### config.mk
export PLATFORM = sky130hd
export DESIGN_NAME = lif_pool
export DESIGN_NICKNAME = d
export VERILOG_FILES = /design/src/rtl/lif_pool.sv
export SDC_FILE = /design/constraint.sdc
export NUM_CORES = 1
export LEC_CHECK = 0
export ABC_AREA = 1
export CORE_ASPECT_RATIO = 0.5
export CORE_MARGIN = 2
export CORE_UTILIZATION = 45
export CTS_BUF_LIST = sky130_fd_sc_hd__clkbuf_4 sky130_fd_sc_hd__clkbuf_8
export DETAILED_ROUTE_END_ITERATION = 10
export PLACE_DENSITY_LB_ADDON = 0.12
export REMOVE_ABC_BUFFERS = 1
export SETUP_SLACK_MARGIN = 0.5
export SLEW_MARGIN = 20
export SYNTH_ARGS = -nofsm -noshare
export SYNTH_HDL_FRONTEND = slang
export SYNTH_SLANG_ARGS = --single-unit
### constraint.sdc
create_clock -name clk -period 3.5 [get_ports clk]
set_clock_uncertainty 0.1 [all_clocks]
set_input_delay 0.525 -clock clk [delete_from_list [all_inputs] [get_ports clk]]
set_output_delay 0.525 -clock clk [all_outputs]
set_load 0.03 [all_outputs]
### src/rtl/lif_pool.sv
// Bank of NUM_CH leaky integrate-and-fire neurons sharing one time-step strobe.
// Optional per-channel saturating spike counters: define LIF_POOL_SPIKE_COUNT_EN.
module lif_pool #(
    parameter int NUM_CH     = 4,
    parameter int W          = 8,
    parameter int BETA_SHIFT = 1,
    parameter int REFRAC     = 2
) (
    input  logic                 clk,
    input  logic                 rst,
    input  logic                 in_valid,
    input  logic [NUM_CH*W-1:0]  current,
    input  logic [W-1:0]         thr,
    input  logic                 reset_mode,
`ifdef LIF_POOL_SPIKE_COUNT_EN
    input  logic                 cnt_clr,
    output logic [NUM_CH*16-1:0] spk_cnt,
`endif
    output logic                 out_valid,
    output logic [NUM_CH-1:0]    spike,
    output logic [NUM_CH*W-1:0]  mem
);

    localparam int RW = 4;

    logic [RW-1:0]     refr      [NUM_CH];
    logic [RW-1:0]     next_refr [NUM_CH];
    logic [W-1:0]      leak      [NUM_CH];
    logic [W:0]        sum       [NUM_CH];
    logic [W-1:0]      sat       [NUM_CH];
    logic [W-1:0]      next_mem  [NUM_CH];
    logic [NUM_CH-1:0] fire;

    // The leak never underflows because U >> k <= U; the sum gets one extra bit for saturation.
    always_comb begin
        fire = '0;
        for (int c = 0; c < NUM_CH; c++) begin
            leak[c] = mem[c*W +: W] - (mem[c*W +: W] >> BETA_SHIFT);
            sum[c]  = {1'b0, leak[c]} + {1'b0, current[c*W +: W]};
            sat[c]  = sum[c][W] ? {W{1'b1}} : sum[c][W-1:0];
            if (refr[c] != '0) begin
                next_refr[c] = refr[c] - 1'b1;
                next_mem[c]  = leak[c];
            end else begin
                fire[c]      = (thr != '0) && (sat[c] >= thr);
                next_refr[c] = fire[c] ? RW'(REFRAC) : '0;
                if (!fire[c])
                    next_mem[c] = sat[c];
                else if (reset_mode)
                    next_mem[c] = '0;
                else
                    next_mem[c] = sat[c] - thr;
            end
        end
    end

    always_ff @(posedge clk) begin
        if (rst) begin
            out_valid <= 1'b0;
            spike     <= '0;
            mem       <= '0;
            for (int c = 0; c < NUM_CH; c++)
                refr[c] <= '0;
        end else begin
            out_valid <= in_valid;
            spike     <= in_valid ? fire : '0;
            if (in_valid) begin
                for (int c = 0; c < NUM_CH; c++) begin
                    mem[c*W +: W] <= next_mem[c];
                    refr[c]       <= next_refr[c];
                end
            end
        end
    end

`ifdef LIF_POOL_SPIKE_COUNT_EN
    // A clear on the same edge as a spike wins over the increment.
    always_ff @(posedge clk) begin
        if (rst || cnt_clr) begin
            spk_cnt <= '0;
        end else if (in_valid) begin
            for (int c = 0; c < NUM_CH; c++)
                if (fire[c] && spk_cnt[c*16 +: 16] != 16'hFFFF)
                    spk_cnt[c*16 +: 16] <= spk_cnt[c*16 +: 16] + 16'd1;
        end
    end
`endif

endmodule
==> out/results.tsv <==
metric	value	unit
via_per_inst	5.18	
grt_pass1_vias	8575	
synthTopCellsByArea	nand2_1 (17%), ha_1 (17%), inv_1 (11%)	
cts_inserted_buffers	5	
io_pins	81	
fillers	1040	
drtIter0Drc	566	
start_kind	flop	
period_share	111	%
syn-instance-count	1167	
die_width	184	um
cp_num_buf_inv	6	
hold_violations	0	
n_antenna_cell	0	
wire_per_inst	15.2	um
cts-root-buf	clkbuf_8	
crit_path_max_incr_delay	350	ps
track_usage	28.1	%
core_area	0.0156	sq mm
wl	26.2	mm
drv_slew	0	
postCtsHoldBufs	0	
clk_path_buf_depth	2	
clock_sinks	53	
violations	setup timing	
drtPass1Iterations	6	
area_growth	70.6	%
route.detailed.drc	0	
ys_ff_latch	53	
r2r_start	mem[27]$_SDFFE_PP0P_	
syn_area_per_cell	6.22	sq um
cts_tree	built	
min_to	mem[4]$_SDFFE_PP0P_	
grt_pass1_wl	39.4	mm
htreeDepth	2	
finalSetupViolations	40	
die_area	0.0172	sq mm
cpLargestDelayFamily	simple AND/OR/NAND/NOR gates	
hpwlAfterDp	17.8	mm
place_congestion	0.917	
rr_worst_depth	29	
fmax	258	MHz
rsz0062_at_grt	true	
status	finished, violations left	
yosysUniqueCellTypes	39	
end_kind	flop	
grt.overflow.total	0	
clock_latency	340	ps
r2r_slack	-370	ps
syn_area	0.00726	sq mm
path_common_cell	nand2_4	
min_period	3870	ps
rows	32	
layout.cells.non_filler	1728	
yosys.area.top_type_share	17.4	%
relSlewSlack	46.3	%
setup_ws	-375	ps
worstMarginPinSlew	805	ps
holdCritPathClass	flop to flop	
vias	8947	
dp_cells	1673	
nets	1675	
grt_max_degree	21	
setup-tns-final	-8990	ps
port_buffers	80	
ys_seq_area_share	16.8	%
rr_endpoint	mem[30]$_SDFFE_PP0P_	
synth_warnings	0	
min_from	mem[4]$_SDFFE_PP0P_	
fin_util	79.6	%
hold_depth	2	
start_util	46.6	%
drive_gt1_share	43.9	%
crit_path_max_fanout	7	
clk_pin_slew_worst_paths	120	ps
cpMaxStageDelayCell	dfxtp_2	
ant_nets	0	
max-cap-violations	0	
required	3630	ps
antenna_found_initial	0	
critPathKind	flop to flop	
yosys.area.top_type	nand2_1	
die_h	93.8	um
crit_arrival	4010	ps
-- sequential cells by signal, indices dropped and copies added, names as in the netlist --
| signal | cells |
|---|---|
| mem | 32 |
| refr | 16 |
| spike | 4 |
| out_valid | 1 |
-- timing repair --
action | in CTS | in global routing
buffers inserted | 34 | 12
pin swaps | 95 | 103
resized for setup | 253 | 190
cloned | 1 | 0
setup endpoints to repair | 40 | 40
-- cell usage after synthesis, drive strengths merged --
| cell type | number |
|---|---|
| nand2 | 345 |
| inv | 233 |
| nand3 | 116 |
| nor2 | 107 |
| ha | 96 |
| a21oi | 53 |
| dfxtp | 37 |
| xor2 | 21 |
| edfxtp | 16 |
| nand4 | 16 |
| or2 | 16 |
| nand3b | 15 |
| o21ai | 15 |
| o22ai | 13 |
| fa | 12 |
| and2 | 10 |
| xnor2 | 8 |
| a21o | 7 |
| o21bai | 7 |
| a22oi | 4 |
| clkbuf | 4 |
| a22o | 3 |
| a31oi | 3 |
| nor3 | 3 |
| o211ai | 3 |
| nor4 | 2 |
| buf | 1 |
| nand2b | 1 |
-- layout make-up --
class	instances	area, sq um	area share [%]
inverters	233	900	7.26
clock inverters	3	17.5	0.141
flip-flops and latches	53	1280	10.4
well taps	204	255	2.06
repair buffers	353	2960	23.9
multi-input cells	877	6900	55.7
clock buffers	5	68.8	0.555
-- worst min-delay path: cells and delay by family (launching register included) --
family,cells,cell delay [ps]
DFF,1,400
and+or+nand+nor,2,130
-- how the worst max path moves through the flow --
stage	start	to	slack, ps	depth (start not counted)
2_1_floorplan	mem[0]$_SDFFE_PP0P_	mem[7]$_SDFFE_PP0P_	-460	31
3_3_place_gp	mem[0]$_SDFFE_PP0P_	mem[7]$_SDFFE_PP0P_	-490	31
3_5_place_dp	mem[0]$_SDFFE_PP0P_	mem[7]$_SDFFE_PP0P_	-510	31
4_1_cts	mem[8]$_SDFFE_PP0P_	mem[13]$_SDFFE_PP0P_	-260	28
5_1_grt	mem[25]$_SDFFE_PP0P_	mem[30]$_SDFFE_PP0P_	-540	30
6_report	mem[27]$_SDFFE_PP0P_	mem[30]$_SDFFE_PP0P_	-370	29
-- layer usage --
layer	up-vias	GRT usage, %	share of wire (%)
li1	4429	-	-
met1	4185	38.5	46
met2	284	47.8	47
met3	49	3.22	5.1
met4	0	6.00	1.8
met5	-	0	0
-- metrics by stage --
step	area [sq um]	hold slack (ps)	worst slack (ps)
after detailed placement	10000	443	-515
after floorplan	7240	430	-465
final	12400	459	-375
after CTS	11400	456	-261
after global placement	10000	444	-487
after global routing	12400	468	-536
-- cell families (layout without fill, tap and decap cells) --
group	count (synthesis)	in the layout	share of synthesized area, %
and+or+nand+nor	631	632	38.7
DFF	53	53	16.8
buffers and inverters	238	594	12.4
adders and majority gates	108	108	19.8
AOI/OAI and AO/OA	108	108	8.75
xor gates and xnor gates	29	29	3.50
-- placed cells by master, fill, tap and decap left out, types with 20 or more instances in the layout --
cell,instances
nand2_1,267
buf_4,243
inv_1,180
clkdlybuf4s50_1,80
nand3_1,73
nor2_1,63
nand2_2,59
ha_4,58
inv_2,43
nand3_2,38
ha_1,37
buf_6,30
a21oi_1,25
nor2_4,24
a21oi_2,23
nand2_4,20
dfxtp_2,20
Power is left out: the tool's default activity adds up to more than one toggle a clock period on the data nets, which glitch-free logic cannot reach.
